`src/rtl/seq_sub_pkg.sv`:
```
// Shared definitions for the sequential slice-serial 32-bit subtractor.
package seq_sub_pkg;

  typedef enum logic [1:0] {
    IDLE = 2'd0,
    CALC = 2'd1,
    DONE = 2'd2
  } state_t;

  localparam int SLICE_W_DEF = 8;
  localparam int NUM_SLICES  = 32 / SLICE_W_DEF;

  // Signed overflow of a - b: operand signs differ and the result sign left the minuend's.
  function automatic logic sub_ovf(input logic a_msb, input logic b_msb, input logic d_msb);
    return (a_msb ^ b_msb) & (d_msb ^ a_msb);
  endfunction

endpackage

```
`src/rtl/sub_slice.sv`:
```
// Purely combinational SLICE_W-bit ripple-borrow subtractor: d = x - y - bi.
module sub_slice #(
  parameter int SLICE_W = 8
) (
  input  logic [SLICE_W-1:0] x,
  input  logic [SLICE_W-1:0] y,
  input  logic               bi,
  output logic [SLICE_W-1:0] d,
  output logic               bo
);

  logic [SLICE_W:0] chain_s;

  // Bit-serial borrow chain; bit i borrows when x<y, or x==y with a borrow pending
  always_comb begin
    chain_s    = '0;
    d          = '0;
    chain_s[0] = bi;
    for (int i = 0; i < SLICE_W; i++) begin
      d[i]         = x[i] ^ y[i] ^ chain_s[i];
      chain_s[i+1] = (~x[i] & y[i]) | (~(x[i] ^ y[i]) & chain_s[i]);
    end
    bo = chain_s[SLICE_W];
  end

endmodule

```
`src/rtl/seq_sub_32bit.sv`:
```
// Sequential 32-bit subtractor: one SLICE_W-bit slice per CALC cycle, LSB first,
// through a single shared sub_slice instance.
module seq_sub_32bit
  import seq_sub_pkg::*;
#(
  parameter int SLICE_W = SLICE_W_DEF
) (
  input  logic        clk,
  input  logic        rst,
  input  logic        start,
  input  logic [31:0] a,
  input  logic [31:0] b,
  input  logic        bin,
  output logic [31:0] diff,
  output logic        bout,
  output logic        ovf,
  output logic        busy,
  output logic        done
);

  localparam int NUM_SL = 32 / SLICE_W;
  localparam int CNT_W  = (NUM_SL > 1) ? $clog2(NUM_SL) : 1;
  localparam logic [CNT_W-1:0] LAST_CNT = CNT_W'(NUM_SL - 1);

  state_t             state_r;
  state_t             next_state_s;
  logic [31:0]        a_r;
  logic [31:0]        b_r;
  logic               bin_r;
  logic               borrow_r;
  logic [CNT_W-1:0]   cnt_r;
  logic [31:0]        diff_r;
  logic               bout_r;
  logic               ovf_r;
  logic               busy_r;
  logic               done_r;

  int                 slice_base_s;
  logic               last_s;
  logic [SLICE_W-1:0] x_s;
  logic [SLICE_W-1:0] y_s;
  logic               bi_s;
  logic [SLICE_W-1:0] d_s;
  logic               bo_s;

  // Current slice operands; slice 0 takes the latched borrow-in
  always_comb begin
    slice_base_s = int'(cnt_r) * SLICE_W;
    last_s       = (cnt_r == LAST_CNT);
    x_s          = a_r[slice_base_s +: SLICE_W];
    y_s          = b_r[slice_base_s +: SLICE_W];
    if (cnt_r == '0) begin
      bi_s = bin_r;
    end else begin
      bi_s = borrow_r;
    end
  end

  sub_slice #(
    .SLICE_W(SLICE_W)
  ) u_slice (
    .x  (x_s),
    .y  (y_s),
    .bi (bi_s),
    .d  (d_s),
    .bo (bo_s)
  );

  // State register
  always_ff @(posedge clk or posedge rst) begin
    if (rst) begin
      state_r <= IDLE;
    end else begin
      state_r <= next_state_s;
    end
  end

  // Next-state logic
  always_comb begin
    next_state_s = state_r;
    case (state_r)
      IDLE: begin
        if (start) begin
          next_state_s = CALC;
        end else begin
          next_state_s = IDLE;
        end
      end
      CALC: begin
        if (last_s) begin
          next_state_s = DONE;
        end else begin
          next_state_s = CALC;
        end
      end
      DONE:    next_state_s = IDLE;
      default: next_state_s = IDLE;
    endcase
  end

  // Operand latch, slice write-back and result/status registers
  always_ff @(posedge clk or posedge rst) begin
    if (rst) begin
      a_r      <= 32'd0;
      b_r      <= 32'd0;
      bin_r    <= 1'b0;
      borrow_r <= 1'b0;
      cnt_r    <= '0;
      diff_r   <= 32'd0;
      bout_r   <= 1'b0;
      ovf_r    <= 1'b0;
      busy_r   <= 1'b0;
      done_r   <= 1'b0;
    end else begin
      done_r <= 1'b0;
      case (state_r)
        IDLE: begin
          if (start) begin
            a_r      <= a;
            b_r      <= b;
            bin_r    <= bin;
            borrow_r <= 1'b0;
            cnt_r    <= '0;
            busy_r   <= 1'b1;
          end
        end
        CALC: begin
          diff_r[slice_base_s +: SLICE_W] <= d_s;
          borrow_r <= bo_s;
          if (last_s) begin
            bout_r <= bo_s;
            ovf_r  <= sub_ovf(a_r[31], b_r[31], d_s[SLICE_W-1]);
            done_r <= 1'b1;
          end else begin
            cnt_r <= cnt_r + CNT_W'(1);
          end
        end
        DONE:    busy_r <= 1'b0;
        default: busy_r <= 1'b0;
      endcase
    end
  end

  assign diff = diff_r;
  assign bout = bout_r;
  assign ovf  = ovf_r;
  assign busy = busy_r;
  assign done = done_r;

endmodule

```
`config.mk`:
```
export PLATFORM = sky130hd
export DESIGN_NAME = seq_sub_32bit
export DESIGN_NICKNAME = d
export VERILOG_FILES = /design/src/rtl/seq_sub_pkg.sv /design/src/rtl/sub_slice.sv /design/src/rtl/seq_sub_32bit.sv
export SDC_FILE = /design/constraint.sdc
export NUM_CORES = 1
export LEC_CHECK = 0
export CAP_MARGIN = 20
export CORE_MARGIN = 10
export CORE_UTILIZATION = 55
export DETAILED_ROUTE_END_ITERATION = 6
export PLACE_DENSITY = 0.92
export SYNTH_ARGS = -nofsm -noshare
export SYNTH_HDL_FRONTEND = slang
export SYNTH_HIERARCHICAL = 1
export SYNTH_SLANG_ARGS = --single-unit
export TNS_END_PERCENT = 1
```
`constraint.sdc`:
```
create_clock -name clk -period 14.9 [get_ports clk]
set_clock_uncertainty 0.05 [all_clocks]
set_input_delay 2.235 -clock clk [delete_from_list [all_inputs] [get_ports clk]]
set_output_delay 2.235 -clock clk [all_outputs]
set_load 0.02 [all_outputs]
```
======== Word level (Yosys, flattened, before mapping) ========
Index checks and enable logic that the tools add are counted.
storage, ports and cells
  output and inout port bits .............. 36
  input port bits ......................... 68
  bits in registers ....................... 106
operators by class
  bitwise gates (word level) .............. 60
  reduce and logical (&&, ||, !) cells .... 8
  $add $sub $neg .......................... 2
  shift operators ......................... 4
  equality and inequality tests ........... 4
  mux-type cells .......................... 14
operator list
  cell                                                    count
  indexed part select 32 x 6 -> 8 bit                     2
  negator 5 -> 33 bit                                     1
  variable shift 8 x 33 -> 32 bit (first input constant)  1
  indexed part select 8 x 33 -> 32 bit                    1
  bitwise mux 32 bit                                      1
  bitwise XOR 1 bit                                       18
  AND 1 bit                                               17
  inverter 1 bit                                          17
  bitwise OR 1 bit                                        8
  case mux 2 bit (2 select lines)                         2
  AND reduction 2 bit                                     4
  2-to-1 mux 1 bit                                        6
  2-to-1 mux 2 bit                                        3
  logical NOT 2 bit                                       2
  != test 2 bit (second input constant)                   2
  case mux 1 bit (2 select lines)                         2
  AND reduction 3 bit                                     1
  adder 2 x 1 -> 2 bit (second input constant)            1
  == test 2 x 1 -> 1 bit (second input constant)          1
  == test 2 bit (second input constant)                   1
  nonzero test 2 bit                                      1

======== Depth between registers and ports, before layout ========
Gate-level depths: netlist of the first run.
  depth after elaboration ................. 20
  mapped depth ............................ 19
  depth with buffers taken out ............ 17

======== Cells and area by module ========
Netlist of the first run, hierarchy kept.
modules (own cells, without submodules)
  module         times used  sequential area each (sq um)  area an instance (sq um)  cells an instance
  seq_sub_32bit  1           2627.5                        4743.3                    307
  sub_slice      1           0.0                           227.7                     26

======== Least setup slack after synthesis of the first run ========
OpenSTA, ideal clock, no wires.
  path kind ............................... reg2reg
  start ................................... register cnt_r[1]
  end ..................................... register ovf_r (netlist: ovf)
  stages on the path, launching flop included .. 20
  required time ........................... 14.767 ns
  data arrival time ....................... 4.990 ns
  path slack .............................. 9.777 ns
  path buffers ............................ 2
  clock period less this slack ............ 5.123 ns
  cell sequence ........................... dfrtp_1 buf_2 buf_1 inv_1 ha_1 mux2_2 inv_1 fa_1 inv_1 fa_1 fa_1 fa_1 fa_1 fa_1 fa_1 inv_1 fa_1 nor3b_1 a21oi_1 o21ai_0
RTL lines
  element                   line                  source
  start: declaration        seq_sub_32bit.sv:31   logic [CNT_W-1:0] cnt_r;
  start signal: assignment  seq_sub_32bit.sv:135  cnt_r <= cnt_r + CNT_W'(1);
  logical NOT 2 bit         seq_sub_32bit.sv:52   if (cnt_r == '0) begin
  2-to-1 mux 1 bit          seq_sub_32bit.sv:52
  via bi_s                  seq_sub_32bit.sv:42   logic bi_s;
  AND 1 bit                 sub_slice.sv:21       chain_s[i+1] = (~x[i] & y[i]) | (~(x[i] ^ y[i]) & chain_s[i]);
  bitwise OR 1 bit          sub_slice.sv:21
  AND 1 bit                 sub_slice.sv:21
  bitwise OR 1 bit          sub_slice.sv:21
  AND 1 bit                 sub_slice.sv:21
  [... 5 more ...]          -
  AND 1 bit                 sub_slice.sv:21
  bitwise OR 1 bit          sub_slice.sv:21
  AND 1 bit                 sub_slice.sv:21
  bitwise OR 1 bit          sub_slice.sv:21
  bitwise XOR 1 bit         sub_slice.sv:20       d[i] = x[i] ^ y[i] ^ chain_s[i];
  via d_s[7]                seq_sub_32bit.sv:43   logic [SLICE_W-1:0] d_s;
  bitwise XOR 1 bit         seq_sub_pkg.sv:15     return (a_msb ^ b_msb) & (d_msb ^ a_msb);
  AND 1 bit                 seq_sub_pkg.sv:15
  end signal: assignment    seq_sub_32bit.sv:132  ovf_r <= sub_ovf(a_r[31], b_r[31], d_s[SLICE_W-1]);
  end: declaration          seq_sub_32bit.sv:34   logic ovf_r;
The timed path passes the listed nets, and every way through them passes these cells.
A chain may end at the register's enable or synchronous reset.

======== Final worst setup path of the first run ========
Same ends and word-level chain as after synthesis.

==> metrics, run 1 <==
total area of sequential cells 2630 um2; fin crit share 35.8%; Max Fclk 187 MHz; routed via count 3,013; Site Rows 34; Final Max Tran Viols 0; Lkg Pwr 0.00274 uW; DRT iter0 DRCs 156; EDFF count, synth 0; worst slew pin tran 1.06 ns; number of synthesized register bits 105; Die Ht 115 um; Ports 104; CTS max path bufs 2; Max-Cap Viols 0; fin nets 516; drt wl/cell 20.3 um; critical path peak fanout 21; die footprint 13,200 um2; vias in the first global route 3,406; Die X 115 um; CP Launch Type flip-flop; total setup buffers inserted after CTS 0; maximum vdd drop 0.0000941 V; Period minus WS final 5.34 ns; sequential-to-total area share from yosys stat 52.9%; overall routing resource usage 17.1%; dpl hpwl 8680 um; Layout fillers 596; min-delay worst type flip-flop to flip-flop; clk_lat worst skew 0.36 ns; Crit path arrival time 5.57 ns; # resized after CTS 0; CP Data Required Time 15.13 ns; RSZ-0062 raised after global routing no; setup TNS 0 ns; status completed; Initial Utilization 56.7%; reg-to-reg startpoint cnt_r[1]; Ys Warns 6; crit path launch cnt_r[1]; antenna violations before repair 0; library cells used by synthesis 33; CTS Hold Bufs 0; total wire length 11,100 um; area of the multi-input gates 2110 um2; core region area 8760 um2; ys flop type dfrtp_1; Syn-to-layout area delta 25.5%; DR vias/cell 5.50; ys async rst share 100%; number of buffers created by CTS 9; Syn Area/Cell 14.9 um2; largest net degree at the start of global routing 66; n_diodes 0; DRT antenna net count 0; Final setup viols 0; Tot Pwr 1540 uW; first-pass GRT wire length 17,900 um; Clk pin slew, worst setup/hold paths 0.10 ns; CTS HTree Levels 3; WS Path Type flip-flop to flip-flop; layout cell share with drive strength beyond 1 21.4%; pwr/cell area 247 nW/um2; DRC 0; clock tree from TritonCTS yes; drt first pass iters 4; Hold Crit Start a_r[22]; GP Congestion 0.842; CTS root buf clkbuf_8; Hold Vio Cnt, Final 0; synthesized area 4970 um2; max_slew headroom 29.2%; CTS sink cnt 105; total congestion overflow 0; Synth Instances 333; Mapped Nets 414; Port Buf Inserts 103; CP Capture Type flip-flop
[sequential cells by signal, summed over array words and instances (netlist names)]
signal,cells
ovf,1
cnt_r,2
b_r,32
bin_r,1
state_r,1
borrow_r,1
busy,1
a_r,32
bout,1
diff,32
done,1
[synthesized netlist by cell type (all sizes together) (2+ instances only)]
master	number	area (um2)
mux4	16	360
nor2b	2	12.5
fa	8	160
nand2	34	128
dfrtp	105	2630
a22o	20	175
nor2	3	18.8
o21ai	17	85.1
buf	16	143
a21oi	3	15.0
mux2	68	953
nand3b	3	35.0
nand2b	3	26.3
ha	5	62.6
inv	23	86.3
[cells by family after synthesis]
group,synth area share [%]
DFF,52.9
muxes,26.4
and+or+nand+nor,5.86
AOI/OAI and AO/OA,5.69
buffers and inverters,4.68
adders and majority gates,4.48
[path summary, 6_finish.rpt]
path,endpoint,slack (ns),depth (start not counted)
max,ovf,9.56,18
min,a_r[22],0.44,1
max reg2reg,ovf,9.56,18
min reg2reg,a_r[22],0.44,1
max in group asynchronous,b_r[22],11.43,3
min in group asynchronous,diff[13],2.25,2
[stage by stage]
| stage | cell area, um2 | setup WS, ns | instances | util [%] | hold WS [ns] |
|---|---|---|---|---|---|
| 3_5_place_dp | 6020 | 9.63 | 531 | 68.7 | 0.424 |
| 6_report | 6240 | 9.56 | 548 | 71.2 | 0.441 |
| 3_3_place_gp | 6020 | 9.80 | 531 | 68.7 | 0.415 |
| 4_1_cts | 6230 | 9.56 | 547 | 71.1 | 0.444 |
| 5_1_grt | 6240 | 9.30 | 548 | 71.2 | 0.456 |
| 2_1_floorplan | 4970 | 9.78 | 333 | - | 0.402 |
[layout make-up]
| cell class | count | share of cell area [%] |
|---|---|---|
| sequential | 105 | 42.1 |
| multi-input combinational | 188 | 33.8 |
| timing repair buffer | 108 | 17.1 |
| tap | 108 | 2.17 |
| clock buffer | 11 | 2.11 |
| inverter | 23 | 1.42 |
| clock inverter | 5 | 1.28 |
[report_power, final]
group	total (uW)	internal (uW)	switching (uW)
Combinational	842	410	432
Clock	189	94.5	94.1
Sequential	508	420	88.9
Total	1540	924	615
[critical path, stage by stage (launching register included)]
cell,delay [ns]
dfrtp_1,0.38
buf_4,0.22
inv_1,0.14
ha_1,0.37
mux2_2,0.37
inv_1,0.06
fa_1,0.18
inv_1,0.06
fa_1,0.37
fa_1,0.40
fa_1,0.40
fa_1,0.39
fa_1,0.40
fa_1,0.37
inv_1,0.09
fa_1,0.50
nor3b_1,0.25
a21oi_1,0.07
o21ai_0,0.14
[placed cells by master (no fill, tap or decap), drive strengths merged, types with 3 or more instances in the layout]
master and n:
o21ai 17, ha 5, a22o 20, mux2 68, clkdlybuf4s50 103, clkbuf 12, buf 4, nand2 34
mux4 16, nand2b 3, nor2 3, a21oi 3, nand3b 3, dfrtp 105, inv 23, fa 8
[metal layers]
layer	up-vias	global-route usage (%)	wire length, um	share of wire [%]
li1	1373	-	-	-
met1	1509	22.1	4790	43
met2	113	26.9	5310	48
met3	18	4.95	808	7.3
met4	0	5.86	220	2.0
met5	-	0	0	0
Note: power is estimated with default switching activity, not from simulation.
==> run 2, diff against run 1 <==
--- a/config.mk
+++ b/config.mk
@@ -7,9 +7,9 @@
 export LEC_CHECK = 0
 export CAP_MARGIN = 20
 export CORE_MARGIN = 10
-export CORE_UTILIZATION = 55
+export CORE_UTILIZATION = 46
 export DETAILED_ROUTE_END_ITERATION = 6
-export PLACE_DENSITY = 0.92
+export PLACE_DENSITY = 0.83
 export SYNTH_ARGS = -nofsm -noshare
 export SYNTH_HDL_FRONTEND = slang
 export SYNTH_HIERARCHICAL = 1
==> constraint.sdc (replaced) <==
create_clock -name clk -period 4.3 [get_ports clk]
set_clock_uncertainty 0.05 [all_clocks]
set_input_delay 0.645 -clock clk [delete_from_list [all_inputs] [get_ports clk]]
set_output_delay 0.645 -clock clk [all_outputs]
set_load 0.02 [all_outputs]
==> run 2 against run 1 <==
Compared with the run above:
- the run now ends with negative setup slack left
- non-clock buffer count increased by 12
- flip-flop and latch count unchanged
- clock power increased to 3.1 times the previous value
- global-route usage decreased by 2.0 points
- via count increased by 1.2%
- first-iteration DRC count increased by 51%
- largest power group unchanged
==> metrics, run 2 (synthesized netlist as in run 1, its figures left out) <==
Period minus WS final 4.40 ns; Hold Vio Cnt, Final 0; CP bufs+invs 5; DRT antenna net count 0; most common cell after layout, fill and taps aside dfrtp_1; min-delay worst type flip-flop to flip-flop; maximum vdd drop 0.000440 V; crit-path leading delay family adder cells; vias in the first global route 3,348; drt wl/cell 19.2 um; CP Data Required Time 4.52 ns; Site Rows 37; core region area 10,400 um2; CTS HTree Levels 3; most frequent cells in the layout dfrtp_1 (104), clkdlybuf4s50_1 (103), mux2_4 (51), nand2_1 (32), a22o_1 (20); GP Congestion 0.802; CTS Hold Bufs 0; total wire length 11,300 um; Final Max Tran Viols 0; die footprint 15,400 um2; Syn-to-layout area delta 29.2%; Lkg Pwr 0.00279 uW; largest net degree at the start of global routing 85; number of buffers created by CTS 9; crit path launch cnt_r[0]; critical path peak fanout 4; final design utilization 61.7%; setup TNS -0.364 ns; CTS sink cnt 105; WS Path Type flip-flop to flip-flop; Critical Path End diff[23]; placed cell areas 6180 um2; drt first pass iters 4; Crit path arrival time 4.62 ns; antenna violations before repair 0; fin nets 528; Crit. path cell count 16; layout cell share with drive strength beyond 1 27.9%; reg2reg end diff[23]; reg-to-reg slack, setup -0.10 ns; Max Fclk 227 MHz; DR vias/cell 5.19; pwr/cell area 878 nW/um2; CP Capture Type flip-flop; Non-Filler Instances 588; DRC 0; placed instance count 570; delay of the slowest critical-path stage 0.47 ns; failing checks negative setup slack; CP cell instances inv_2, ha_4, mux2_4, inv_2, fa_2, inv_2, fa_2, fa_2, fa_2, fa_2, fa_2, fa_2, inv_2, fa_2, buf_12, a22o_1; R2R depth 16; first-pass GRT wire length 17,900 um; Slowest-stage cell, CP fa_2; Final setup viols 5; Die X 124 um; reg-to-reg startpoint cnt_r[0]; dpl hpwl 8790 um; RSZ-0062 raised after global routing yes; routed via count 3,050; CTS root buf clkbuf_8; worst slew pin tran 1.16 ns; n_diodes 0; area of the multi-input gates 2160 um2; DRT iter0 DRCs 235; max_slew headroom 21.5%; overall routing resource usage 15.1%; Die Ht 124 um; clock tree from TritonCTS yes; crit-path most repeated cell fa_2; fin crit share 102%; Max-Cap Viols 0; final worst setup slack -0.101 ns; status finished with violations; Initial Utilization 47.7%; clk_lat worst skew 0.37 ns; Layout fillers 772; CP Launch Type flip-flop; CTS max path bufs 2; Port Buf Inserts 103; Clk pin slew, worst setup/hold paths 0.11 ns; total area of sequential cells 2630 um2; finished layout cell area 6420 um2; total congestion overflow 0; Ports 104
## run 2: cell types whose count changed in the layout (fill, tap and decap cells not counted), moves of 4 or more
cell and change:
fa_2 +8, fa_1 -8, inv_1 -5, inv_2 +4
buf_4 +11
## run 2: power breakdown
group	switching (uW)	internal, uW	total, uW
Clock	360	220	581
Combinational	1630	1670	3300
Sequential	308	1450	1760
## run 2: area by class of cell
| cell class | instances | area share, % |
|---|---|---|
| well taps | 136 | 2.65 |
| multi-input cells | 188 | 33.6 |
| flip-flops and latches | 105 | 40.9 |
| inverters | 23 | 1.42 |
| clock inverters | 7 | 0.954 |
| clock buffers | 9 | 1.93 |
| repair buffers | 120 | 18.5 |
## run 2: stage by stage
stage               total power (uW)  setup WS, ns  hold slack (ns)
detailed placement              4930        -0.294            0.423
floorplan                       3870        -0.274            0.402
finish                          5640        -0.101            0.443
global placement                4780        -0.130            0.415
global route                    6010        -0.208            0.472
CTS                             5680        -0.154            0.446
## run 2: worst min-delay path by stage
stage,depth (start not counted),to,startpoint
finish,1,a_r[21],a_r[21]
floorplan,1,a_r[16],a_r[16]
detailed placement,1,a_r[21],a_r[21]
global route,1,a_r[20],a_r[20]
CTS,1,a_r[21],a_r[21]
global placement,1,a_r[14],a_r[14]
## run 2: per-layer routing
metal	wire length, um	track usage, %
met2	5470	23.9
met4	148	4.03
met5	0	0
met1	4850	19.6
met3	809	4.89
## run 2: repair_timing
item	4_1_cts	5_1_grt
pin swaps	11	1
setup buffers	1	0
gates resized for setup	5	2
setup endpoints to repair	5	5
==> run 3, diff against run 2 <==
--- a/config.mk
+++ b/config.mk
@@ -5,11 +5,13 @@
 export SDC_FILE = /design/constraint.sdc
 export NUM_CORES = 1
 export LEC_CHECK = 0
+export ABC_AREA = 1
 export CAP_MARGIN = 20
 export CORE_MARGIN = 10
-export CORE_UTILIZATION = 46
+export CORE_UTILIZATION = 47
+export CTS_CLUSTER_DIAMETER = 150
 export DETAILED_ROUTE_END_ITERATION = 6
-export PLACE_DENSITY = 0.83
+export PLACE_DENSITY = 0.84
 export SYNTH_ARGS = -nofsm -noshare
 export SYNTH_HDL_FRONTEND = slang
 export SYNTH_HIERARCHICAL = 1
==> run 3 against run 2 <==
Compared with the run above:
- the run still ends with negative setup slack left
- routed wire length is 9.2% higher
- non-clock buffer count increased by 2
- critical endpoint is now diff[7]
- synthesized area increased by 4.0%
- clock-buffer cell count grew 3
- critical path depth is 3 higher
==> metrics, run 3 <==
critical path peak fanout 12; ys flop type dfrtp_1; CP Launch Type flip-flop; CTS sink cnt 105; CTS Hold Bufs 0; met2 WL 5820 um; fin nets 825; CP bufs+invs 7; DRT antenna net count 0; CTS HTree Levels 3; die footprint 15,600 um2; Hold Path Cell Cnt 2; CP cell instances inv_2, buf_12, buf_4, buf_4, nand2_1, o211ai_1, nand2_1, inv_1, fa_2, fa_2, fa_2, fa_2, fa_2, fa_2, inv_2, fa_2, buf_4, nand3_1, nand2_1; R2R depth 19; CTS root buf clkbuf_8; min-delay worst type flip-flop to flip-flop; Initial Utilization 47.9%; total wire length 12,300 um; Layout fillers 935; layout cell share with drive strength beyond 1 7.37%; largest net degree at the start of global routing 87; Syn-to-layout area delta 26.5%; dpl hpwl 9710 um; Die X 125 um; crit-path leading delay family adder cells; WS Path Type flip-flop to flip-flop; n_diodes 0; Final setup viols 2; Port Buf Inserts 103; Site Rows 38; Ys Warns 6; status finished with violations; GP Congestion 0.900; Max-Cap Viols 0; core region area 10,800 um2; number of buffers created by CTS 9; DR vias/cell 4.93; ys async rst share 100%; EDFF count, synth 0; delay of the slowest critical-path stage 0.46 ns; pwr/cell area 787 nW/um2; Met1 Wirelength 5240 um; Synth Instances 641; failing checks negative setup slack; reg-to-reg slack, setup -0.02 ns; top-area cell type share of the netlist area 50.8%; clk_lat worst skew 0.38 ns; CP Data Required Time 4.52 ns; drt wl/cell 13.9 um; Final Max Tran Viols 0; Synth area leader dfrtp_1; WL met3 1010 um; Die Ht 125 um; most frequent cells after synthesis nand2_1 (199), inv_1 (115), dfrtp_1 (105), o21ai_1 (61), nor2_1 (41); worst slew pin tran 0.846 ns; reg2reg end diff[7]; sequential-to-total area share from yosys stat 50.8%; overall routing resource usage 15.5%; Max Fclk 232 MHz; clock tree from TritonCTS yes; final design utilization 60.6%; Period minus WS final 4.32 ns; maximum vdd drop 0.000420 V; DRC 0; RSZ-0062 raised after global routing yes; number of synthesized register bits 105; fin crit share 100%; Syn Area/Cell 8.06 um2; Place WS -0.0693 ns; crit-path most repeated cell fa_2; top layer reached by signal wires met4; Crit path arrival time 4.53 ns; first-pass GRT wire length 20,500 um; routed via count 4,368; total congestion overflow 0; max_slew headroom 43.6%; CTS max path bufs 2; Hold Vio Cnt, Final 0; finished layout cell area 6540 um2; DRT iter0 DRCs 349; CP Capture Type flip-flop; Endpoint, Worst Hold diff[4]; final worst setup slack -0.0157 ns; drt first pass iters 5; vias in the first global route 4,338; most common cell after layout, fill and taps aside nand2_1; antenna violations before repair 0; most frequent cell after synthesis nand2_1; reg-to-reg startpoint cnt_r[0]; Hold Slack 0.432 ns; Mapped Nets 722; placed cell areas 6330 um2; Ports 104; Area contributors post-synth dfrtp_1 (51%), nand2_1 (14%), inv_1 (8.4%); Hold Crit Start diff[4]; synthesized area 5170 um2; most frequent cells in the layout nand2_1 (199), inv_1 (111), dfrtp_1 (105), clkdlybuf4s50_1 (103), o21ai_1 (62); Clk pin slew, worst setup/hold paths 0.08 ns; library cells used by synthesis 24; Lkg Pwr 0.00342 uW; Slowest-stage cell, CP fa_2; crit path launch cnt_r[0]
==> run 3: cell count changes after synthesis, moves of 20 or more <==
cell	before	now
nand2_1	34	199
inv_1	22	115
mux2_4	50	0
o21ai_1	16	61
nor2_1	2	41
o21ai_0	1	22
a22o_1	20	0
==> run 3: area by class of cell <==
type / instances / area (um2) / area share, %
timing repair buffer: 122 / 1190 / 18.2
clock inverter: 1 / 30.0 / 0.459
multi-input combinational: 388 / 1930 / 29.6
tap: 140 / 175 / 2.68
inverter: 118 / 448 / 6.85
sequential: 105 / 2630 / 40.2
clock buffer: 12 / 135 / 2.07
==> run 3: per-layer routing <==
layer	up-vias	track usage [%]
li1	2152	-
met1	2034	18.7
met2	160	25.5
met3	22	5.02
met4	0	5.49
met5	-	0
==> run 3: worst reg2reg max path: cells and delay by family (launching register included) <==
kind | cells | cell delay, ns
and+or+nand+nor | 4 | 0.25
adders and majority gates | 7 | 2.64
AOI/OAI and AO/OA | 1 | 0.08
DFF | 1 | 0.38
buffers and inverters | 7 | 0.81
==> run 3: logic make-up (layout without fill, tap and decap cells) <==
kind of cell | count (synthesis) | after routing | synth area share, %
AND/OR/NAND/NOR | 275 | 275 | 21.9
buffers and inverters | 148 | 253 | 12.5
flip-flops | 105 | 105 | 50.8
AO/OA/AOI/OAI | 100 | 100 | 10.5
adder cells (fa/ha/maj) | 13 | 13 | 4.31
==> run 3: repair_timing <==
item,CTS,global route
endpoints found under the setup margin,5,5
buffers inserted,0,3
gates resized for setup,1,7
pin swaps,3,9
==> run 3: how the worst max path moves through the flow <==
stage / endpoint / slack (ns) / depth (start not counted)
global route: diff[31] / -0.20 / 20
detailed placement: diff[31] / -0.07 / 21
global placement: diff[31] / 0.06 / 21
floorplan: diff[31] / -0.23 / 23
CTS: diff[7] / 0.008 / 20
finish: diff[7] / -0.02 / 19
==> run 3: power breakdown <==
| group | total (uW) | switching [uW] | internal, uW | leakage, uW |
|---|---|---|---|---|
| combinational | 2930 | 1770 | 1160 | 0.00200 |
| sequential | 1650 | 266 | 1390 | 0.00134 |
| clock | 566 | 305 | 261 | 0.0000824 |
| total | 5150 | 2340 | 2800 | 0.00342 |
==> run 3: stage by stage <==
step / power, uW / std cells / setup TNS, ns
final: 5150 / 886 / -0.0174
after global routing: 5620 / 886 / -0.918
after CTS: 5080 / 883 / 0
after detailed placement: 4520 / 870 / -0.228
after global placement: 4400 / 870 / 0
after floorplan: 3620 / 641 / -1.03
